<file path="src/rtl/uncache_pkg.sv">
// Shared encodings for the MEM2 uncached access engine.
package uncache_pkg;

    typedef enum logic [1:0] {
        ST_IDLE = 2'd0,
        ST_REQ  = 2'd1,
        ST_WAIT = 2'd2,
        ST_DONE = 2'd3
    } state_t;

    localparam logic [1:0] SZ_BYTE = 2'd0;
    localparam logic [1:0] SZ_HALF = 2'd1;
    localparam logic [1:0] SZ_WORD = 2'd2;

endpackage

</file>
<file path="src/rtl/mem2_uncache_ctrl_if.sv">
// SRAM-like data bus between the uncached engine (master) and the bus slave.
interface mem2_uncache_ctrl_if #(
    parameter int ADDR_W = 32,
    parameter int DATA_W = 32
);
    logic                  bus_req;
    logic                  bus_wr;
    logic [1:0]            bus_size;
    logic [ADDR_W-1:0]     bus_addr;
    logic [DATA_W/8-1:0]   bus_wstrb;
    logic [DATA_W-1:0]     bus_wdata;
    logic                  bus_addr_ok;
    logic                  bus_data_ok;
    logic [DATA_W-1:0]     bus_rdata;

    modport master (
        output bus_req, bus_wr, bus_size, bus_addr, bus_wstrb, bus_wdata,
        input  bus_addr_ok, bus_data_ok, bus_rdata
    );

    modport slave (
        input  bus_req, bus_wr, bus_size, bus_addr, bus_wstrb, bus_wdata,
        output bus_addr_ok, bus_data_ok, bus_rdata
    );
endinterface

</file>
<file path="src/rtl/mem2_uncache_ctrl.sv">
// Single-outstanding uncached load/store engine for MEM2; stalls the pipeline
// until the bus completes and holds the load word for MEM2->WB.
//
// state | meaning
// IDLE  | no access in flight; stall follows req_valid
// REQ   | bus_req asserted, waiting for addr_ok
// WAIT  | address accepted, waiting for data_ok
// DONE  | access complete, result held until the pipeline advances
module mem2_uncache_ctrl
    import uncache_pkg::*;
#(
    parameter int ADDR_W = 32,
    parameter int DATA_W = 32
) (
    input  logic                clk,
    input  logic                rst,
    input  logic                req_valid,
    input  logic                req_wr,
    input  logic [1:0]          req_size,
    input  logic [ADDR_W-1:0]   req_addr,
    input  logic [DATA_W/8-1:0] req_wstrb,
    input  logic [DATA_W-1:0]   req_wdata,
    input  logic                advance,
    output logic                stall,
    output logic [DATA_W-1:0]   rdata,
    output logic                rdata_valid,
    mem2_uncache_ctrl_if.master bus
);

    state_t state_q, state_d;
    logic   latch_req;
    logic   take_rdata;

    logic                bus_req_q;
    logic                bus_wr_q;
    logic [1:0]          bus_size_q;
    logic [ADDR_W-1:0]   bus_addr_q;
    logic [DATA_W/8-1:0] bus_wstrb_q;
    logic [DATA_W-1:0]   bus_wdata_q;
    logic [DATA_W-1:0]   rdata_q;
    logic                rdata_valid_q;

    always_ff @(posedge clk) begin
        if (!rst) state_q <= ST_IDLE;
        else      state_q <= state_d;
    end

    // DONE only leaves on advance, so a frozen pipeline never reissues the request.
    always_comb begin
        state_d    = state_q;
        latch_req  = 1'b0;
        take_rdata = 1'b0;
        case (state_q)
            ST_IDLE: if (req_valid) begin
                state_d   = ST_REQ;
                latch_req = 1'b1;
            end
            ST_REQ:  if (bus.bus_addr_ok) state_d = ST_WAIT;
            ST_WAIT: if (bus.bus_data_ok) begin
                state_d    = ST_DONE;
                take_rdata = 1'b1;
            end
            ST_DONE: if (advance) state_d = ST_IDLE;
            default: state_d = ST_IDLE;
        endcase
        stall = rst & ((state_q == ST_IDLE && req_valid) ||
                       state_q == ST_REQ || state_q == ST_WAIT);
    end

    always_ff @(posedge clk) begin
        if (!rst) begin
            bus_req_q     <= 1'b0;
            bus_wr_q      <= 1'b0;
            bus_size_q    <= '0;
            bus_addr_q    <= '0;
            bus_wstrb_q   <= '0;
            bus_wdata_q   <= '0;
            rdata_q       <= '0;
            rdata_valid_q <= 1'b0;
        end else begin
            if (latch_req) begin
                bus_req_q   <= 1'b1;
                bus_wr_q    <= req_wr;
                bus_size_q  <= req_size;
                bus_addr_q  <= req_addr;
                bus_wstrb_q <= req_wr ? req_wstrb : '0;
                bus_wdata_q <= req_wdata;
            end
            if (state_q == ST_REQ && bus.bus_addr_ok) bus_req_q <= 1'b0;
            if (take_rdata) begin
                rdata_valid_q <= !bus_wr_q;
                if (!bus_wr_q) rdata_q <= bus.bus_rdata;
            end
            if (state_q == ST_DONE && advance) rdata_valid_q <= 1'b0;
        end
    end

    assign bus.bus_req   = bus_req_q;
    assign bus.bus_wr    = bus_wr_q;
    assign bus.bus_size  = bus_size_q;
    assign bus.bus_addr  = bus_addr_q;
    assign bus.bus_wstrb = bus_wstrb_q;
    assign bus.bus_wdata = bus_wdata_q;
    assign rdata         = rdata_q;
    assign rdata_valid   = rdata_valid_q;

endmodule

</file>
<file path="src/flat_wrapper.sv">
// flat-port wrapper written by rule: the top's interface ports become plain ports
module mem2_uncache_ctrl_flat import uncache_pkg::*;
#(
    parameter int ADDR_W = 32,
    parameter int DATA_W = 32
)
  (clk, rst, req_valid, req_wr, req_size, req_addr, req_wstrb, req_wdata, advance, stall, rdata, rdata_valid, bus_bus_req, bus_bus_wr, bus_bus_size, bus_bus_addr, bus_bus_wstrb, bus_bus_wdata, bus_bus_addr_ok, bus_bus_data_ok, bus_bus_rdata);
  mem2_uncache_ctrl_if #(.ADDR_W(ADDR_W), .DATA_W(DATA_W)) bus_i ();
  input  logic clk;
  input  logic rst;
  input  logic req_valid;
  input  logic req_wr;
  input  logic [1:0] req_size;
  input  logic [ADDR_W-1:0] req_addr;
  input  logic [DATA_W/8-1:0] req_wstrb;
  input  logic [DATA_W-1:0] req_wdata;
  input  logic advance;
  output logic stall;
  output logic [DATA_W-1:0] rdata;
  output logic rdata_valid;
  output wire logic [$bits(bus_i.bus_req)-1:0] bus_bus_req;
  output wire logic [$bits(bus_i.bus_wr)-1:0] bus_bus_wr;
  output wire logic [$bits(bus_i.bus_size)-1:0] bus_bus_size;
  output wire logic [$bits(bus_i.bus_addr)-1:0] bus_bus_addr;
  output wire logic [$bits(bus_i.bus_wstrb)-1:0] bus_bus_wstrb;
  output wire logic [$bits(bus_i.bus_wdata)-1:0] bus_bus_wdata;
  input wire logic [$bits(bus_i.bus_addr_ok)-1:0] bus_bus_addr_ok;
  input wire logic [$bits(bus_i.bus_data_ok)-1:0] bus_bus_data_ok;
  input wire logic [$bits(bus_i.bus_rdata)-1:0] bus_bus_rdata;
  assign bus_bus_req = bus_i.bus_req;
  assign bus_bus_wr = bus_i.bus_wr;
  assign bus_bus_size = bus_i.bus_size;
  assign bus_bus_addr = bus_i.bus_addr;
  assign bus_bus_wstrb = bus_i.bus_wstrb;
  assign bus_bus_wdata = bus_i.bus_wdata;
  assign bus_i.bus_addr_ok = bus_bus_addr_ok;
  assign bus_i.bus_data_ok = bus_bus_data_ok;
  assign bus_i.bus_rdata = bus_bus_rdata;
  mem2_uncache_ctrl #(.ADDR_W(ADDR_W), .DATA_W(DATA_W)) u_core (.clk(clk), .rst(rst), .req_valid(req_valid), .req_wr(req_wr), .req_size(req_size), .req_addr(req_addr), .req_wstrb(req_wstrb), .req_wdata(req_wdata), .advance(advance), .stall(stall), .rdata(rdata), .rdata_valid(rdata_valid), .bus(bus_i));
endmodule
</file>
<file path="config.mk">
export PLATFORM = sky130hd
export DESIGN_NAME = mem2_uncache_ctrl_flat
export DESIGN_NICKNAME = d
export VERILOG_FILES = /design/src/rtl/uncache_pkg.sv /design/src/rtl/mem2_uncache_ctrl_if.sv /design/src/rtl/mem2_uncache_ctrl.sv /design/src/flat_wrapper.sv
export SDC_FILE = /design/constraint.sdc
export NUM_CORES = 1
export LEC_CHECK = 0
export BUFFER_PORTS_ARGS = -buffer_cell sky130_fd_sc_hd__clkbuf_2
export CAP_MARGIN = 25
export CORE_AREA = 5 5 99 101
export CTS_BUF_LIST = sky130_fd_sc_hd__clkbuf_16
export DETAILED_ROUTE_END_ITERATION = 10
export DIE_AREA = 0 0 104 106
export GPL_TIMING_DRIVEN = 0
export PLACE_DENSITY_LB_ADDON = 0.15
export SLEW_MARGIN = 20
export SYNTH_ARGS = -nofsm -noshare
export SYNTH_HDL_FRONTEND = slang
export SYNTH_SLANG_ARGS = --single-unit
</file>
<file path="constraint.sdc">
create_clock -name clk -period 2.5 [get_ports clk]
set_input_delay 0.25 -clock clk [delete_from_list [all_inputs] [get_ports clk]]
set_output_delay 0.25 -clock clk [all_outputs]
set_load 0.005 [all_outputs]
</file>
* Word-level counts from Yosys, hierarchy flattened
Index checks and enable logic that the tools add are counted.
** Word-level totals
- Register bits after elaboration :: 107
- Bits of input ports :: 109
- Output and inout port bits :: 106
** Cells by class
- Equality and inequality tests :: 7
- Mux-type cells :: 10
- Bitwise logic cells :: 3
- Reductions and logical operators :: 11
** Operators by type and width (count)
- $mux 2 :: 4
- $ne 2x2->1 const B :: 4
- $pmux 2 s4 :: 1
- $eq 2x2->1 const B :: 2
- $mux 1 :: 4
- $mux 4 :: 1
- $reduce_and 4->1 :: 1
- $reduce_or 2->1 :: 2
- $logic_and 1x1->1 :: 3
- $eq 2x1->1 const B :: 1
- $logic_not 2->1 :: 1
- $logic_or 1x1->1 :: 2
- $not 1->1 :: 2
- $reduce_and 2->1 :: 1
- $and 1x1->1 :: 1
- $logic_not 1->1 :: 1

* Depth between registers and ports, before layout
Gate-level depths: netlist of run 1.
- Depth in word-level cells :: 5
- Mapped depth :: 7
- Gate-level depth less buffers :: 5

* Worst setup path after synthesis of run 1
No wires, ideal clock.
- Kind :: flip-flop to output port
- Start point :: reg u_core.state_q[0]
- End point :: out stall
- Arrival time :: 1.295 ns
- Slack :: 0.955 ns
- Cell stages (with the launch flop) :: 7
- Path through :: dfxtp_1 -> inv_1 -> ha_1 -> and2_1 -> buf_4 -> buf_6 -> o31a_1
** Between the ends
- Word-level cells in the longest chain between the ends :: 5
- Elaborated cells between the ends (all ways) :: 7
- Classes of those cells :: eq/ne (2); bitwise (1); reduce/logical (4)
** RTL lines
- start: declaration :: line mem2_uncache_ctrl.sv:30 : state_t state_q, state_d;
- start signal: assignment :: line mem2_uncache_ctrl.sv:45 : else state_q <= state_d;
- $logic_not 2->1 :: line mem2_uncache_ctrl.sv:66 : stall = rst & ((state_q == ST_IDLE && req_valid) ||
- $logic_and 1x1->1 :: line mem2_uncache_ctrl.sv:66
- $logic_or 1x1->1 :: line mem2_uncache_ctrl.sv:66
- $logic_or 1x1->1 * :: line mem2_uncache_ctrl.sv:67 : state_q == ST_REQ || state_q == ST_WAIT);
- $and 1x1->1 * :: line mem2_uncache_ctrl.sv:66
- end: declaration :: line flat_wrapper.sv:18 : output logic stall;
Every way passes the cells marked *; elsewhere a longest branch is shown, timed or not.

* Worst setup path after layout of run 1
Same ends and word-level chain as after synthesis.

==> out/qor.yml, run 1 <==
tightestPinTransition_ps: 431
critical_path_buf_inv_count: 4
hold_depth: 3
cts_resized: 0
synth_fp_nets: 591
grt_util_all_layers: 0.200
drt_iter0_drc: 94
powerDensity_nw_per_um2: 905
min_to: "u_core.rdata[27]"
io_buffers: 213
ant_nets: 0
ioPinCount: 215
antenna_found_initial: 0
reg2reg_slack_ps: 730
diodes: 0
layout_common_cells: "clkbuf_2, nand2_1, dfxtp_1, a21boi_1, clkbuf_1"
min_period_ps: 2110
p_leak_nw: 2.64
final.fill_count: 838
area_growth_pct: 37.4
grt_max_degree: 18
rsz0062_at_grt: "no"
grt_overflow: 0
clock_latency_ps: 340
synth-compound-area-share: 0.202
vdd_ir_drop_max_mv: 0.441
vias: 3903
crit_type: "reg -> out"
synth_top_family_by_area: "simple AND/OR/NAND/NOR gates"
die_y_um: 106
critical-path-max-stage-delay_ps: 380
finalClockSkew_ps: 9.82
outcome: "complete, no violations"
netlist-cell-type-count: 23
fmax_mhz: 473
drc_errors: 0
routed_wl_um: 11300
post-route-period-util: 0.845
critical-path-top-delay-family: "buffers and inverters"
grt_pass1_vias: 3920
cts_sinks: 107
dieArea_sq_um: 11000
cp-end-kind: "output pin"
min_path_type: "in -> reg"
htreeDepth: 3
post_cts_buffers: 0
worst_path_max_delay_cell: "dfxtp_1"
syn_area_per_cell_sq_um: 8.53
r2r-start: "u_core.state_q[0]"
cp_data_arrival_time_ps: 1860
r2r_end: "u_core.bus.bus_wdata[5]"
nets: 815
cts_root_buf: "clkbuf_16"
initial_core_util: 0.456
slew_viol_final: 0
viasPerCell: 4.77
cts_buffer_depth: 2
cts_hold_buf: 0
synth_xor_area_frac: 0
drive_gt1_frac: 0.348
multiInputGateArea_sq_um: 1740
timing.slew.headroom: 0.713
seqCellArea_sq_um: 2140
ys.warnings.count: 0
synthesis.area_sq_um: 4080
cts.clk_slew.worst_paths_ps: 70
reg2reg_depth: 6
finalHoldViolations: 0
final-setup-viol-count: 0
place_inst: 802
cts_buffers: 9
avgRoutedWirePerCell_um: 13.8
synthMuxAreaShare: 0.00246
core.rowCount: 35
path_cells: "inv_1 -> ha_1 -> and2_1 -> buf_4 -> buf_6 -> o31a_1 -> clkbuf_2"
dr.pass1.iters: 4
pre_cts_ws_ps: 730
cap_violations: 0
final_cells: 818
cts_tree: "done"
ys_ff_latch: 107
coreArea_sq_um: 8930
hpwl_um: 8880
syn_inst: 478
die_w_um: 104
required_ps: 2250
start_kind: "register"
finalWorstSetupSlack_ps: 388
grt_pass1_wl_um: 18400
yosysSeqAreaShare: 0.526
final_common_cell: "clkbuf_2"
yosys.area_share.simple: 0.210
min-delay-start: "bus_bus_rdata[27]"
synthAdderAreaFrac: 0.0123
fin_setup_tns_ps: 0
gp_congestion: 0.802
path_max_fanout: 10
[cell type report]
class                   count  share of cell area
plain buffers              34              0.0326
multi-input cells         334               0.311
repair buffers            213               0.190
inverters                   3             0.00201
clock buffers               9              0.0402
flip-flops and latches    107               0.383
well taps                 111              0.0248
clock inverters             7              0.0165
[stage by stage]
| stage | power [W] | instance area (sq um) | utilization | hold WS [ps] |
|---|---|---|---|---|
| 6_report | 0.00507 | 5600 | 0.627 | 124 |
| 3_3_place_gp | 0.00358 | 5280 | 0.591 | 438 |
| 3_5_place_dp | 0.00364 | 5280 | 0.591 | 446 |
| 4_1_cts | 0.00514 | 5600 | 0.627 | 115 |
| 2_1_floorplan | 0.00301 | 4080 | - | 385 |
| 5_1_grt | 0.00540 | 5600 | 0.627 | 116 |
[cells by family (layout without fill, tap and decap cells)]
family,count (synthesis),after routing
simple gates,221,221
mux,1,1
fa+ha+maj,4,4
buf+inv,37,266
flops,107,107
compound gates,108,108
[synth_stat cells, drive strengths merged]
library cell,n,share of area
or4,1,0.0018
mux2i,1,0.0025
dfxtp,107,0.53
and2,1,0.0015
and3b,1,0.0021
nand3b,1,0.0018
ha,4,0.012
o211a,2,0.0049
nor2b,3,0.0046
buf,17,0.029
a21oi,1,0.0012
clkbuf,17,0.016
a2111oi,1,0.0037
nand3,4,0.0049
a21boi,103,0.19
o31a,1,0.0021
inv,3,0.0028
nor2,1,0.00092
nand2,209,0.19
[registers in the layout, indices dropped and copies added (netlist names)]
name                  flops
u_core.bus.bus_wstrb      4
u_core.bus.bus_addr      32
u_core.state_q            2
u_core.bus.bus_wdata     32
u_core.bus.bus_req        1
u_core.rdata_valid        1
u_core.rdata             32
u_core.bus.bus_wr         1
u_core.bus.bus_size       2
[per-layer routing]
layer  vias up  track usage  part of all wire
li1       1984            -                 -
met1      1758        0.235              0.41
met2       140        0.343              0.48
met3        21       0.0613             0.081
met4         0       0.0768             0.024
met5         -            0                 0
[power by group]
part	internal [W]	switching [W]	total, W	leakage, nW
clock	0.000876	0.000614	0.00149	0.159
combinational	0.000615	0.000813	0.00143	1.61
sequential	0.00199	0.000154	0.00215	0.874
[worst reg2reg max path: stages (launching register included)]
cell and delay, ps:
dfxtp_1 380, inv_1 80, ha_1 240, nand2_1 290
clkbuf_1 400, nand2_1 140, a21boi_1 170
[worst max-delay path by stage]
stage,startpoint,end,cells past startpoint
final,u_core.state_q[0],stall,7
after global routing,u_core.state_q[0],stall,7
after CTS,u_core.state_q[0],stall,7
after detailed placement,u_core.state_q[0],stall,7
after global placement,u_core.state_q[0],stall,7
after floorplan,u_core.state_q[0],stall,6
No activity file was read; power rests on OpenSTA's default activity.
==> inputs of run 2 (changes only) <==
--- a/config.mk
+++ b/config.mk
@@ -7,10 +7,10 @@
 export LEC_CHECK = 0
 export BUFFER_PORTS_ARGS = -buffer_cell sky130_fd_sc_hd__clkbuf_2
 export CAP_MARGIN = 25
-export CORE_AREA = 5 5 99 101
+export CORE_AREA = 5 5 102 104
 export CTS_BUF_LIST = sky130_fd_sc_hd__clkbuf_16
 export DETAILED_ROUTE_END_ITERATION = 10
-export DIE_AREA = 0 0 104 106
+export DIE_AREA = 0 0 107 109
 export GPL_TIMING_DRIVEN = 0
 export PLACE_DENSITY_LB_ADDON = 0.15
 export SLEW_MARGIN = 20
==> constraint.sdc (replaced) <==
create_clock -name clk -period 2.2 [get_ports clk]
set_input_delay 0.22 -clock clk [delete_from_list [all_inputs] [get_ports clk]]
set_output_delay 0.22 -clock clk [all_outputs]
set_load 0.005 [all_outputs]
==> run 2 against run 1 <==
Against the previous run:
- first-iteration DRC count rose by 76%
- cell count up 0.24%
- sequential cell count unchanged
- setup slack worse by 230 ps
- critical endpoint unchanged
- critical path type unchanged
- global-route usage down 0.62 points
- sequential power grew 13%
==> out/qor.yml, run 2 (synthesis gave the netlist of run 1 again) <==
final_common_cell: "clkbuf_2"
nets: 815  # unchanged
start_kind: "register"
htreeDepth: 3  # unchanged
netSwitchingPower_w: 0.00179  # +13%
ant_nets: 0  # unchanged
cts_tree: "done"
place_inst: 805  # +0.37%
outcome: "complete, no violations"
drc_errors: 0  # unchanged
clock_latency_ps: 340  # about the same
final_cells: 820  # +0.24%
grt_pass1_wl_um: 18000  # -2.2%
finalHoldViolations: 0  # unchanged
hpwl_um: 9120  # +2.6%
min_period_ps: 2040
slew_viol_final: 0  # unchanged
required_ps: 1980  # -270 ps
p_comb_frac: 0.295  # +0.013
diodes: 0  # unchanged
critical-path-max-stage-delay_ps: 350  # -30 ps
cp-end-kind: "output pin"
viasPerCell: 4.77  # about the same
avgRoutedWirePerCell_um: 14.1  # +2.2%
final-setup-viol-count: 0  # unchanged
antenna_found_initial: 0  # unchanged
cts.clk_slew.worst_paths_ps: 70  # about the same
worst_path_max_delay_cell: "dfxtp_2"
cts_hold_buf: 0  # unchanged
die_w_um: 107  # +2.9%
finalClockSkew_ps: 3.88  # -5.94 ps
post_cts_buffers: 0  # unchanged
path_cells: "inv_1 -> ha_1 -> and2_1 -> buf_4 -> buf_6 -> o31a_1 -> clkbuf_2"
grt_pass1_vias: 3840  # -2.0%
die_y_um: 109  # +2.8%
p_seq_frac: 0.444  # +0.020
switching_share: 0.324  # +0.0124
cts_root_buf: "clkbuf_16"
vias: 3912  # +0.23%
cts_sinks: 107  # unchanged
fmax_mhz: 490
cts_buffer_depth: 2  # unchanged
min_path_type: "in -> reg"
path_max_fanout: 10  # unchanged
vdd_ir_drop_max_mv: 0.522  # +19%
intPower_w: 0.00372  # +6.7%
ioPinCount: 215  # unchanged
cp_data_arrival_time_ps: 1820  # -40 ps
p_leak_nw: 2.61  # -1.3%
post-route-period-util: 0.929
powerDensity_nw_per_um2: 993  # +9.7%
core.rowCount: 36  # +2.9%
grt_max_degree: 17  # -1
drt_iter0_drc: 165  # +76%
area_growth_pct: 36.1
io_buffers: 213  # unchanged
grt_overflow: 0  # unchanged
initial_core_util: 0.431  # -0.0253
tightestPinTransition_ps: 452  # +21.0 ps
routed_wl_um: 11500  # +2.4%
cap_violations: 0  # unchanged
dr.pass1.iters: 4  # unchanged
coreArea_sq_um: 9460  # +5.9%
pwr-share-clk: 0.261  # -0.033
final.fill_count: 917  # +9.4%
drive_gt1_frac: 0.351  # +0.00333
crit_type: "reg -> out"
fin_setup_tns_ps: 0  # unchanged
cts_buffers: 9  # unchanged
grt_util_all_layers: 0.194  # -0.00618
timing.slew.headroom: 0.699  # -0.0140
dieArea_sq_um: 11700  # +5.8%
layout_common_cells: "clkbuf_2, nand2_1, dfxtp_1, a21boi_1, clkbuf_1"
gp_congestion: 0.769  # -4.1%
rsz0062_at_grt: "no"
## run 2: worst max-delay path: cells and delay by family, from the launching register on
kind,cells,cell delay [ps]
flip-flops,1,350
buffers and inverters,4,500
AND/OR/NAND/NOR,1,150
adder cells (fa/ha/maj),1,240
AO/OA/AOI/OAI,1,230
## run 2: worst paths after layout
check	startpoint	to	slack, ps	depth (start not counted)
max	u_core.state_q[0]	stall	160	7
min	req_wdata[9]	u_core.bus.bus_wdata[9]	90	3
max reg2reg	u_core.state_q[0]	u_core.bus.bus_addr[18]	480	6
min reg2reg	u_core.bus.bus_addr[8]	u_core.bus.bus_addr[8]	450	2
## run 2: power groups by stage
stage | registers (W) | clock network, W | logic, W
2_1_floorplan | 0.00250 | 0 | 0.000927
3_3_place_gp | 0.00247 | 0 | 0.00161
3_5_place_dp | 0.00248 | 0 | 0.00165
4_1_cts | 0.00244 | 0.00148 | 0.00165
5_1_grt | 0.00249 | 0.00158 | 0.00185
6_report | 0.00244 | 0.00144 | 0.00162
## run 2: cell type report
type,count,area (sq um),area share
Buffer,34,183,0.0329
Clock buffer,9,225,0.0406
Clock inverter,6,33.8,0.00609
Inverter,3,11.3,0.00203
Multi-Input combinational cell,334,1740,0.314
Sequential cell,107,2140,0.387
Tap cell,114,143,0.0257
Timing Repair Buffer,213,1070,0.192
## run 2: metrics by stage
| stage | utilization | power (W) | area (sq um) | worst slack [ps] | hold WS, ps |
|---|---|---|---|---|---|
| 2_1_floorplan | - | 0.00342 | 4080 | 685 | 355 |
| 3_3_place_gp | 0.559 | 0.00408 | 5280 | 461 | 439 |
| 4_1_cts | 0.586 | 0.00558 | 5540 | 83.4 | 81.6 |
| 5_1_grt | 0.586 | 0.00591 | 5550 | 31.9 | 80.0 |
| 3_5_place_dp | 0.559 | 0.00414 | 5280 | 439 | 444 |
| 6_report | 0.586 | 0.00551 | 5550 | 157 | 93.5 |
## run 2: routing by layer
metal	GRT usage	share of wire	routed length [um]	vias to the layer above
met2	0.334	0.47	5480	146
met1	0.221	0.41	4790	1762
met5	0	0	0	-
li1	-	-	-	1986
met3	0.0787	0.090	1040	18
met4	0.0639	0.020	233	0
## run 2: what timing repair did
item	4_1_cts	5_1_grt
setup endpoints to repair	0	1
resized for setup	0	2
endpoints found under the hold margin	0	0
==> inputs of run 3 (changes only) <==
--- a/config.mk
+++ b/config.mk
@@ -7,10 +7,10 @@
 export LEC_CHECK = 0
 export BUFFER_PORTS_ARGS = -buffer_cell sky130_fd_sc_hd__clkbuf_2
 export CAP_MARGIN = 25
-export CORE_AREA = 5 5 102 104
+export CORE_AREA = 2 2 99 101
 export CTS_BUF_LIST = sky130_fd_sc_hd__clkbuf_16
 export DETAILED_ROUTE_END_ITERATION = 10
-export DIE_AREA = 0 0 107 109
+export DIE_AREA = 0 0 101 103
 export GPL_TIMING_DRIVEN = 0
 export PLACE_DENSITY_LB_ADDON = 0.15
 export SLEW_MARGIN = 20
==> run 3 against run 2 <==
Against the previous run:
- global-route usage increased by 0.28 points
- via count down 0.33%
- core utilization hardly changed
- first-iteration DRC count shrank 56%
- critical path depth unchanged
- clock skew grew 3.2 ps
- largest cell class unchanged
- final area about the same
- sequential cell count is the same
- non-clock buffer count did not move
- sequential share of layout area is essentially flat
==> out/qor.yml, run 3 (synthesis gave the netlist of run 1 again) <==
cts.clk_slew.worst_paths_ps: 70  # about the same
grt_util_all_layers: 0.197  # +0.00282
dr.pass1.iters: 4  # unchanged
finalHoldViolations: 0  # unchanged
die_w_um: 101  # -5.6%
diodes: 0  # unchanged
drive_gt1_frac: 0.345  # -0.00615
gp_congestion: 0.748  # -2.7%
min-delay-start: "req_addr[23]"
grt_pass1_wl_um: 16100  # -11%
slew_viol_final: 0  # unchanged
viasPerCell: 4.75  # -0.45%
fmax_mhz: 481  # -1.8%
fin_setup_tns_ps: 0  # unchanged
rsz0062_at_grt: "no"
final_common_cell: "clkbuf_2"
cp-end-kind: "output pin"
avgRoutedWirePerCell_um: 12.9  # -8.3%
ant_nets: 0  # unchanged
utilization: 0.586  # about the same
cts_resized: 0  # unchanged
final.fill_count: 879  # -4.1%
die_y_um: 103  # -5.5%
min_period_ps: 2080  # +37.5 ps
outcome: "complete, no violations"
coreArea_sq_um: 9460  # unchanged
path_max_fanout: 10  # unchanged
pre_cts_ws_ps: 428  # -11.0 ps
grt_max_degree: 16  # -1
vdd_ir_drop_max_mv: 0.415  # -21%
tightestPinTransition_ps: 443  # -9.04 ps
post_cts_buffers: 0  # unchanged
layout_common_cells: "clkbuf_2, nand2_1, dfxtp_1, a21boi_1, clkbuf_1"
hpwl_um: 7970  # -13%
reg2reg_depth: 6  # unchanged
clock_latency_ps: 340  # about the same
required_ps: 1980  # about the same
cts_hold_buf: 0  # unchanged
nets: 815  # unchanged
cts_buffers: 9  # unchanged
htreeDepth: 3  # unchanged
total_power_w: 0.00548  # -0.54%
reg2reg_slack_ps: 490  # about the same
drc_errors: 0  # unchanged
crit_path_start: "u_core.state_q[1]"
finalClockSkew_ps: 7.10  # +3.21 ps
cts_tree: "done"
routed_wl_um: 10600  # -8.2%
initial_core_util: 0.431  # unchanged
timing.slew.headroom: 0.705  # +0.00603
start_kind: "register"
cts_buffer_depth: 2  # unchanged
final-setup-viol-count: 0  # unchanged
cap_violations: 0  # unchanged
vias: 3899  # -0.33%
finalWorstSetupSlack_ps: 120  # -37.5 ps
post-route-period-util: 0.946  # +0.0170
cts_root_buf: "clkbuf_16"
io_buffers: 213  # unchanged
ioPinCount: 215  # unchanged
dieArea_sq_um: 10400  # -11%
cp_data_arrival_time_ps: 1860  # +40 ps
min_path_type: "in -> reg"
r2r-start: "u_core.state_q[1]"
antenna_found_initial: 0  # unchanged
area_growth_pct: 36.0  # about the same
grt_pass1_vias: 3467  # -9.7%
crit_type: "reg -> out"
r2r_end: "u_core.bus.bus_wdata[11]"
p_leak_nw: 2.63  # +0.64%
core.rowCount: 36  # unchanged
cp-endpoint: "stall"
cts_sinks: 107  # unchanged
grt_overflow: 0  # unchanged
drt_iter0_drc: 73  # -56%
powerDensity_nw_per_um2: 988  # -0.47%
[run 3: area by class of cell]
class                      instances  area, sq um  share of cell area
clock buffer                       9          225              0.0406
buffer                            34          183              0.0330
multi-input combinational        334         1740               0.314
sequential                       107         2140               0.387
tap                              114          143              0.0257
clock inverter                     7         31.3             0.00564
timing repair buffer             213         1070               0.192
inverter                           3         11.3             0.00203
[run 3: critical path, stage by stage, from the launching register on]
cell and delay (ps):
dfxtp_1 370, inv_1 80, ha_1 230, and2_1 150, buf_4 180, buf_6 160
o31a_1 230, clkbuf_2 110
[run 3: routing by layer]
metal | up-vias | routed length, um | track usage
met5 | - | 0 | 0
met4 | 0 | 238 | 0.0800
met3 | 22 | 850 | 0.0631
met2 | 144 | 5020 | 0.337
met1 | 1750 | 4500 | 0.230
li1 | 1983 | - | -
[run 3: how the worst min path moves through the flow]
stage                                    to  slack (ps)  cells past startpoint
finish              u_core.bus.bus_addr[23]          90                      3
global route        u_core.bus.bus_addr[23]          90                      3
CTS                 u_core.bus.bus_addr[23]          90                      3
detailed placement  u_core.bus.bus_addr[30]         450                      2
global placement    u_core.bus.bus_wstrb[3]         440                      2
floorplan            u_core.bus.bus_addr[0]         350                      2
[run 3: power breakdown]
part	switching, W	leakage (nW)	internal, W
combinational	0.000918	1.61	0.000699
sequential	0.000170	0.874	0.00227
clock	0.000676	0.142	0.000746
total	0.00176	2.63	0.00371
[run 3: per-stage QoR]
stage	cells	instance area, sq um	hold WS [ps]
6_report	821	5540	89.5
5_1_grt	821	5540	89.2
4_1_cts	821	5540	85.2
3_5_place_dp	805	5280	445
3_3_place_gp	805	5280	439
2_1_floorplan	478	4080	355
